**config.mk**
```make
export PLATFORM = sky130hd
export DESIGN_NAME = wave_copy_sequencer
export DESIGN_NICKNAME = d
export VERILOG_FILES = /design/src/rtl/wave_copy_sequencer.sv
export SDC_FILE = /design/constraint.sdc
export NUM_CORES = 1
export LEC_CHECK = 0
export BUFFER_PORTS_ARGS = -buffer_cell sky130_fd_sc_hd__buf_2
export CORE_UTILIZATION = 35
export DETAILED_ROUTE_END_ITERATION = 8
export PLACE_DENSITY_LB_ADDON = 0.1
export SYNTH_ARGS = -nofsm -noshare
export SYNTH_HDL_FRONTEND = slang
export SYNTH_SLANG_ARGS = --single-unit
```
**constraint.sdc**
```tcl
create_clock -name clk_in -period 7.4 [get_ports clk_in]
set_input_delay 0.74 -clock clk_in [delete_from_list [all_inputs] [get_ports clk_in]]
set_output_delay 0.74 -clock clk_in [all_outputs]
set_load 0.02 [all_outputs]
```
**src/rtl/wave_copy_sequencer.sv**
```systemverilog
// Sequences sample copies from main wave memory into per-consumer sample BRAMs,
// realigning read data against the fixed memory read latency.
module wave_copy_sequencer #(
    parameter int unsigned NUM_TARGETS     = 4,
    parameter int unsigned SAMPLE_WIDTH    = 16,
    parameter int unsigned WW_WIDTH        = 18,
    parameter int unsigned MMEM_ADDR_WIDTH = 18,
    parameter int unsigned READ_LATENCY    = 2
) (
    input  logic                       clk_in,
    input  logic                       rst_in,
    input  logic                       req_valid_in,
    output logic                       req_ready_out,
    input  logic [MMEM_ADDR_WIDTH-1:0] req_base_in,
    input  logic [WW_WIDTH-1:0]        req_width_in,
    input  logic [NUM_TARGETS-1:0]     req_mask_in,
    input  logic                       abort_in,
    output logic [MMEM_ADDR_WIDTH-1:0] mem_addr_out,
    output logic                       mem_en_out,
    input  logic [SAMPLE_WIDTH-1:0]    mem_data_in,
    output logic [WW_WIDTH-1:0]        wr_addr_out,
    output logic [SAMPLE_WIDTH-1:0]    wr_data_out,
    output logic [NUM_TARGETS-1:0]     wr_en_out,
    output logic                       busy_out,
    output logic                       done_out
);

    typedef enum logic [1:0] {
        S_IDLE  = 2'd0,
        S_READ  = 2'd1,
        S_DRAIN = 2'd2,
        S_DONE  = 2'd3
    } state_t;

    state_t state;

    logic                       pend_valid;
    logic [MMEM_ADDR_WIDTH-1:0] pend_base;
    logic [WW_WIDTH-1:0]        pend_width;
    logic [NUM_TARGETS-1:0]     pend_mask;

    logic [WW_WIDTH-1:0]        act_width;
    logic [NUM_TARGETS-1:0]     act_mask;
    logic [WW_WIDTH-1:0]        rd_idx;

    // Stage 0 is loaded together with the read address, so the tail feeds the
    // registered write outputs exactly READ_LATENCY cycles after the read.
    logic [READ_LATENCY-1:0]    pipe_valid;
    logic [WW_WIDTH-1:0]        pipe_idx  [READ_LATENCY];
    logic [NUM_TARGETS-1:0]     pipe_mask [READ_LATENCY];

    logic accept_c;

    assign accept_c    = req_valid_in && req_ready_out;
    assign wr_data_out = mem_data_in;

    always_ff @(posedge clk_in) begin
        if (rst_in) begin
            state         <= S_IDLE;
            pend_valid    <= 1'b0;
            pend_base     <= '0;
            pend_width    <= '0;
            pend_mask     <= '0;
            act_width     <= '0;
            act_mask      <= '0;
            rd_idx        <= '0;
            pipe_valid    <= '0;
            for (int unsigned k = 0; k < READ_LATENCY; k++) begin
                pipe_idx[k]  <= '0;
                pipe_mask[k] <= '0;
            end
            req_ready_out <= 1'b1;
            mem_en_out    <= 1'b0;
            mem_addr_out  <= '0;
            wr_en_out     <= '0;
            wr_addr_out   <= '0;
            busy_out      <= 1'b0;
            done_out      <= 1'b0;
        end else begin
            done_out <= 1'b0;

            for (int unsigned k = 1; k < READ_LATENCY; k++) begin
                pipe_valid[k] <= pipe_valid[k-1];
                pipe_idx[k]   <= pipe_idx[k-1];
                pipe_mask[k]  <= pipe_mask[k-1];
            end
            pipe_valid[0] <= 1'b0;

            wr_en_out <= pipe_valid[READ_LATENCY-1] ? pipe_mask[READ_LATENCY-1] : '0;
            if (pipe_valid[READ_LATENCY-1]) begin
                wr_addr_out <= pipe_idx[READ_LATENCY-1];
            end

            if (accept_c) begin
                pend_valid    <= 1'b1;
                pend_base     <= req_base_in;
                pend_width    <= req_width_in;
                pend_mask     <= req_mask_in;
                req_ready_out <= 1'b0;
            end

            // Abort wins over everything except a request handshaking this cycle.
            if (abort_in) begin
                state      <= S_IDLE;
                mem_en_out <= 1'b0;
                busy_out   <= 1'b0;
                wr_en_out  <= '0;
                pipe_valid <= '0;
                if (!accept_c) begin
                    pend_valid    <= 1'b0;
                    req_ready_out <= 1'b1;
                end
            end else begin
                case (state)
                    S_IDLE, S_DONE: begin
                        if (pend_valid) begin
                            pend_valid    <= 1'b0;
                            req_ready_out <= 1'b1;
                            act_width     <= pend_width;
                            act_mask      <= pend_mask;
                            busy_out      <= 1'b1;
                            if (pend_width == '0) begin
                                state    <= S_DONE;
                                done_out <= 1'b1;
                            end else begin
                                state         <= S_READ;
                                mem_en_out    <= 1'b1;
                                mem_addr_out  <= pend_base;
                                rd_idx        <= '0;
                                pipe_valid[0] <= 1'b1;
                                pipe_idx[0]   <= '0;
                                pipe_mask[0]  <= pend_mask;
                            end
                        end else begin
                            state    <= S_IDLE;
                            busy_out <= 1'b0;
                        end
                    end
                    S_READ: begin
                        if (rd_idx == act_width - WW_WIDTH'(1)) begin
                            state      <= S_DRAIN;
                            mem_en_out <= 1'b0;
                        end else begin
                            rd_idx        <= rd_idx + WW_WIDTH'(1);
                            mem_addr_out  <= mem_addr_out + MMEM_ADDR_WIDTH'(1);
                            mem_en_out    <= 1'b1;
                            pipe_valid[0] <= 1'b1;
                            pipe_idx[0]   <= rd_idx + WW_WIDTH'(1);
                            pipe_mask[0]  <= act_mask;
                        end
                    end
                    S_DRAIN: begin
                        if (pipe_valid == '0) begin
                            state    <= S_DONE;
                            done_out <= 1'b1;
                        end
                    end
                    default: state <= S_IDLE;
                endcase
            end
        end
    end

endmodule

```
After elaboration in Yosys (flattened, before gate mapping)
Memory sizes are Yosys's and may differ from the RTL's. A register that Yosys moved wholly into a read port is not among the register bits.
Cells that the tools add are included.
{"block": "op_classes", "reduce_logical": 12, "bitwise_logic": 8, "eq_ne": 9, "n_addsub": 3, "n_mux": 52}
{"operator": "$mux 18", "count": 9}
{"operator": "$pmux 18 s2", "count": 2}
{"operator": "$add 18x1->18 const B", "count": 2}
{"operator": "$mux 1", "count": 30}
{"operator": "$eq 18x18->1", "count": 1}
{"operator": "$logic_not 18->1", "count": 1}
{"operator": "$sub 18x1->18 const B", "count": 1}
{"operator": "$mux 4", "count": 3}
{"operator": "$ne 2x2->1 const B", "count": 5}
{"operator": "$mux 2", "count": 4}
{"operator": "$or 1x1->1", "count": 6}
{"operator": "$pmux 1 s2", "count": 3}
{"operator": "$pmux 2 s3", "count": 1}
{"operator": "$reduce_and 3->1", "count": 2}
{"operator": "$reduce_and 5->1", "count": 1}
{"operator": "$eq 2x2->1 const B", "count": 2}
{"operator": "$logic_not 2->1", "count": 2}
{"operator": "$reduce_or 2->1", "count": 2}
{"operator": "$reduce_or 3->1", "count": 1}
{"operator": "$eq 2x1->1 const B", "count": 1}
{"operator": "$not 1->1", "count": 2}
{"operator": "$reduce_and 2->1", "count": 1}
{"operator": "$reduce_bool 2->1", "count": 1}
{"operator": "$logic_and 1x1->1", "count": 1}
{"block": "totals", "n_memories": 2, "word_cells": 100, "reg_bits": 107, "ram_bits": 44, "out_inout_bits": 60, "inputBits": 60}
{"memory": "pipe_idx", "depth": 2, "word_bits": 18, "rd": 2, "rd_clocked_by_memory_dff": 1, "write_ports": 2, "line": "49", "source": "logic [WW_WIDTH-1:0] pipe_idx [READ_LATENCY];"}
{"memory": "pipe_mask", "depth": 2, "word_bits": 4, "rd": 2, "rd_clocked_by_memory_dff": 1, "write_ports": 2, "line": "50", "source": "logic [NUM_TARGETS-1:0] pipe_mask [READ_LATENCY];"}

Depth between registers and ports, before layout
Gate-level depths: netlist of the first run.
{"block": "depth", "depth_word": 9, "ltp_mapped": 13, "mapped_depth_nobuf": 9}

Worst setup path after synthesis of the first run
No wires, ideal clock.
{"block": "synth_timing", "path_type": "register to register", "startpoint": "reg act_width[0]", "endpoint": "mem pipe_idx[0][0], enable pin", "synth_period_minus_slack_ps": 3225, "setup_ps": 410, "n_path_buf": 3, "stages_incl_launch_ff": 12, "arrival_ps": 2814, "t_required_ps": 6990, "slack_ps": 4175, "cell_sequence": "dfxtp_1 -> inv_1 -> ha_1 -> clkbuf_1 -> nand3_2 -> or4_1 -> a2111oi_2 -> nand4_1 -> buf_2 -> nand3_1 -> buf_2 -> nand2_1"}
{"item": "start, declared", "line": "42", "source": "logic [WW_WIDTH-1:0] act_width;"}
{"item": "start signal, assigned", "line": "119", "source": "act_width <= pend_width;"}
{"item": "end, declared", "line": "49"}

==> results of run 1 <==
per-layer routing:
metal  share of wire, %  global-route usage [%]  vias up  wire (µm)
li1                   -                       -     3355          -
met1                 52                   25.99     3048      10660
met2                 44                   26.20      122       8888
met3                3.0                   3.054       16        619
met4                1.0                   5.186        0        206
met5                  0                       0        -          0
path summary, 6_finish.rpt:
kind / slack [ps] / depth (start not counted) / endpoint / startpoint
worst max register to register: 2970 / 8 / pipe_mask[0][3] / act_width[3]
worst min-delay path: 460 / 2 / act_mask[2] / act_mask[2]
worst min register to register: 460 / 2 / act_mask[2] / act_mask[2]
worst max-delay path: 2970 / 8 / pipe_mask[0][3] / act_width[3]
critical path: cells and delay by family, from the launching register on:
kind / cells / cell delay (ps)
flops: 1 / 400
buf+inv: 1 / 260
compound gates: 1 / 400
simple gates: 6 / 2880
sequential cells by signal, summed over array words and instances (netlist names), 8 cells and up:
signal and flops:
pend_width 18, wr_addr_out 18, pipe_idx 36, pipe_mask 8, pend_base 18, mem_addr_out 18, act_width 18, rd_idx 18
power by group:
group	total, mW	internal (mW)	switching, mW
combinational	0.161	0.0561	0.105
clock	0.892	0.454	0.437
sequential	1.03	1.01	0.0263
synth_stat cells (all sizes together), types with 9 or more instances:
library cell	count	area (µm²)
or3	12	75.07
mux2i	21	210.2
and2	9	56.30
xor2	22	192.7
clkbuf	57	214.0
a31oi	9	56.30
inv	17	63.81
edfxtp	44	1321
buf	31	221.5
o211ai	12	90.09
o21ai	20	100.1
nor4	13	102.6
xnor2	15	131.4
and3	13	81.33
a211oi	12	90.09
nand2	178	668.1
nor2	63	236.5
nand3	28	145.1
nand4	9	56.30
dfxtp	129	2582
a21oi	83	419.2
nor2b	34	212.7
nor3	18	90.09
logic make-up (layout without fill, tap and decap cells):
group,after synthesis,in the layout
adder cells (fa/ha/maj),5,5
buffers and inverters,105,145
multiplexers,22,22
AND/OR/NAND/NOR,399,399
flip-flops,173,173
other,1,22
XOR/XNOR,37,37
AO/OA/AOI/OAI,193,193
stage by stage:
stage          instance area [µm²]  total power [mW]  hold WS, ps  utilization [%]  std cells
2_1_floorplan                 8250             1.170        430.9                -        956
5_1_grt                       9326             2.185        481.5            40.94       1309
4_1_cts                       9326             2.116        459.7            40.94       1309
3_3_place_gp                  8722             1.216        445.1            38.29       1277
6_report                      9326             2.086        457.6            40.94       1309
3_5_place_dp                  8722             1.217        447.9            38.29       1277
cell type report:
cell class | instances | area share (%)
clock buffers | 17 | 4.561
clock inverters | 15 | 1.918
inverters | 17 | 0.6842
multi-input cells | 678 | 41.36
flip-flops and latches | 173 | 41.86
well taps | 313 | 4.199
repair buffers | 96 | 5.420
==> flow_summary.json, run 1 <==
{
  "status": "complete, no violations",
  "fp.dieH_um": 154.8,
  "synth-simple-area-share_pct": 23.11,
  "die_w_um": 154.8,
  "vias_per_cell": 4.997,
  "syn_to_final_growth_pct": 14.13,
  "grt_setup_unrepaired": "no",
  "antennaDiodeCount": 0,
  "avgRoutedWirePerCell_um": 15.57,
  "finalSetupTns_ps": 0,
  "slew_headroom_pct": 21.97,
  "postCtsHoldBufs": 0,
  "setup_viol": 0,
  "worst_setup_path_start_kind": "flop",
  "nets": 1048,
  "gp_congestion": 0.8032,
  "synth_edf_count": 44,
  "finalWirelength_um": 20380,
  "clk-insertion-delay-late_ps": 440,
  "antenna_found_initial": 0,
  "multi_input_area_um2": 3857,
  "start_util_pct": 35.87,
  "worstPathArrival_ps": 4390,
  "core_um2": 22780,
  "die_area_um2": 23960,
  "synth_compound_area_share_pct": 15.53,
  "grt_pass1_vias": 5962,
  "overflow": 0,
  "fmax_ghz": 0.2256,
  "yosys_register_bits": 173,
  "ios": 120,
  "fin_worst_skew_ps": 14.83,
  "port_buffers": 87,
  "setup_slack_ps": 2967,
  "critPathMaxStageDelay_ps": 760,
  "place_ws_ps": 2925,
  "hold_path.class": "reg2reg",
  "tritoncts": "built",
  "grt_max_degree": 72,
  "avgSynthCellArea_um2": 8.740,
  "synth_fa_ha_area_share_pct": 0.7656,
  "n_fill_cell": 2326,
  "clock_path_buffers": 2,
  "drive_above_1_share_pct": 14.66,
  "drc": 0,
  "postCtsSetupBuffers": 0,
  "finalCritPeriodShare_pct": 59.91,
  "post-route-min-period_ps": 4433,
  "crit_chain": "nor4_4 -> nand3_2 -> or4_1 -> a2111oi_2 -> nand4_1 -> buf_4 -> nand3_1 -> nand2_1",
  "synth_top_family_by_area": "simple AND/OR/NAND/NOR gates",
  "root_buffer": "clkbuf_16",
  "async_reset_ff_share_pct": 0,
  "syn_inst": 935,
  "path_max_fanout": 29,
  "via_count": 6541,
  "grtUsageTotal_pct": 17.65,
  "layout_common_cells": "177 x nand2_1, 129 x dfxtp_1, 86 x buf_2",
  "slew_viol_final": 0,
  "synth_xor_area_share_pct": 3.966,
  "yosys_warnings": 0,
  "dr.pass1.iters": 4,
  "synth_cell_types": 63,
  "timing.max_cap.violations": 0,
  "ys_seq_area_share_pct": 47.77,
  "syn_area_um2": 8172,
  "synth_mux_area_share_pct": 2.710,
  "cts_buffers": 17,
  "cellLeakagePower_nw": 3.483,
  "ff_latch_area_um2": 3904,
  "synth_ff_type": "dfxtp_1",
  "final_hold_viol_count": 0,
  "layout.cells.most_common": "nand2_1",
  "ant_nets": 0,
  "clk_pin_slew_ps": 70,
  "worstPathRequired_ps": 7360,
  "ir_worst_vdd_mv": 0.1312,
  "rows": 55,
  "critPathSlowestCell": "nand2_1",
  "first_iter_violations": 408,
  "grt_pass1_wl_um": 33050,
  "numClockSinks": 173,
  "htreeDepth": 4,
  "tightest_slew_ps": 1169,
  "cts_resized": 0,
  "power_density_nw_per_um2": 223.6,
  "criticalPathCategory": "reg2reg",
  "critPathCaptureType": "flop",
  "dpl.hpwl_um": 13870
}
Note: power is estimated with default switching activity, not from simulation.
==> run 2: changes to the inputs <==
clock period = 3.95 ns   (was 7.4 ns; I/O delays follow)
==> run 2 against run 1 <==
Total power up 86%; routed wire length up 2.3%; worst hold slack worse by 260 ps; fmax up 42%; count of clock-buffer cells in the layout unchanged; clock power up 84%; combinational power up 93%; sequential share of layout area down 0.17 points; flip-flop and latch count unchanged; design area up 0.40%; via count up 1.2%; critical path type unchanged.
==> flow_summary.json, run 2 (synthesized netlist as in run 1, its figures left out) <==
{
  "syn_to_final_growth_pct": 14.59,
  "p_sw_share_pct": 26.94,
  "design_area_um2": 9364,
  "crit_family": "simple AND/OR/NAND/NOR gates",
  "worst_setup_path_start_kind": "flop",
  "use_met2_pct": 26.61,
  "postCtsSetupBuffers": 0,
  "clkPwrFrac_pct": 42.1,
  "grt_pass1_vias": 6176,
  "timing.max_cap.violations": 0,
  "finalSetupTns_ps": 0,
  "gp_congestion": 0.8259,
  "layout_common_cells": "178 x nand2_1, 129 x dfxtp_1, 86 x buf_2",
  "status": "complete, no violations",
  "fin_cells": 1319,
  "busiest_layer": "met1",
  "fmax_ghz": 0.3214,
  "avgRoutedWirePerCell_um": 15.80,
  "worstPathArrival_ps": 3270,
  "overflow": 0,
  "power_density_nw_per_um2": 414.6,
  "place_area_um2": 8792,
  "core_um2": 22780,
  "p_int_mw": 2.836,
  "dp.cells": 1287,
  "nets": 1058,
  "tightest_slew_ps": 1176,
  "grtUsageTotal_pct": 18.09,
  "ir_worst_vdd_mv": 0.2237,
  "clock_path_buffers": 2,
  "cts_resized": 0,
  "postCtsHoldBufs": 0,
  "antenna_found_initial": 0,
  "grt_setup_unrepaired": "no",
  "ff_latch_area_um2": 3904,
  "critPathSlowestCell": "or4_1",
  "die_area_um2": 23960,
  "critPathMaxStageDelay_ps": 520,
  "holdWs_ps": 193.5,
  "clk_pin_slew_ps": 70,
  "root_buffer": "clkbuf_16",
  "rows": 55,
  "grt_max_degree": 76,
  "cp_common_cell": "buf_4",
  "grt_pass1_wl_um": 33750,
  "multi_input_area_um2": 3852,
  "cp_num_buf_inv": 2,
  "p_comb_share_pct": 8.0,
  "dr.pass1.iters": 5,
  "largest_register": "pipe_idx",
  "port_buffers": 87,
  "dpl.hpwl_um": 14360,
  "setup_slack_ps": 838.1,
  "switchingPower_mw": 1.046,
  "final_hold_viol_count": 0,
  "largest_reg_flops": 36,
  "via_count": 6619,
  "finalWirelength_um": 20850,
  "n_fill_cell": 2317,
  "die_w_um": 154.8,
  "slew_headroom_pct": 21.59,
  "pwr-share-seq_pct": 49.8,
  "crit_chain": "nor4_4 -> buf_4 -> nand3_2 -> or4_1 -> a2111oi_2 -> nand4_1 -> nand3_1 -> buf_4 -> o21ai_0",
  "cts_buffers": 17,
  "antennaDiodeCount": 0,
  "setup_viol": 0,
  "cellLeakagePower_nw": 3.528,
  "ios": 120,
  "worstPathRequired_ps": 4110,
  "criticalPathCategory": "reg2reg",
  "tritoncts": "built",
  "gr-usage-met1_pct": 26.84,
  "layout.cells.most_common": "nand2_1",
  "drive_above_1_share_pct": 15.31,
  "place_ws_ps": 840.3,
  "post-route-min-period_ps": 3112,
  "ant_nets": 0,
  "slew_viol_final": 0,
  "first_iter_violations": 427,
  "critPathCaptureType": "flop",
  "fp.dieH_um": 154.8,
  "clk-insertion-delay-late_ps": 430,
  "use_met3_pct": 2.802,
  "path_max_fanout": 14,
  "htreeDepth": 4,
  "finalCritPeriodShare_pct": 78.78,
  "drc": 0,
  "start_util_pct": 35.87,
  "fin_worst_skew_ps": 9.567,
  "hold_path.class": "in2reg",
  "numClockSinks": 173,
  "vias_per_cell": 5.018
}
run 2: power groups by stage:
stage	registers (mW)	clock network [mW]	logic, mW
3_3_place_gp	1.97	0	0.314
4_1_cts	1.93	1.70	0.315
5_1_grt	1.94	1.77	0.348
6_report	1.94	1.64	0.311
3_5_place_dp	1.98	0	0.314
2_1_floorplan	1.97	0	0.224
run 2: final cells by class:
cell class	count	area share (%)
clock inverter	15	1.563
timing repair buffer	106	6.200
sequential	173	41.69
tap	313	4.182
clock buffer	17	4.543
inverter	17	0.6815
multi-input combinational	678	41.14
run 2: final timing paths:
kind / start / to / slack (ps) / depth (start not counted)
max: act_width[3] / pipe_mask[0][1] / 840 / 9
min: req_width_in[13] / pend_width[13] / 190 / 3
max reg2reg: act_width[3] / pipe_mask[0][1] / 840 / 9
min reg2reg: pipe_valid[0] / pipe_valid[1] / 460 / 1
run 2: metal layers:
metal	vias up	part of all wire [%]
li1	3373	-
met1	3064	51
met2	162	43
met3	20	4.6
met4	0	1.4
met5	-	0
run 2: stage by stage:
step           util [%]  power (mW)
6_report          41.11       3.882
5_1_grt           41.11       4.062
4_1_cts           41.11       3.946
3_5_place_dp      38.60       2.289
3_3_place_gp      38.60       2.288
2_1_floorplan         -       2.193
run 2: tightest hold or removal path, delay by kind of cell:
family                 cells  cell delay (ps)
AND/OR/NAND/NOR            1               40
AO/OA/AOI/OAI              1               50
buffers and inverters      1               90
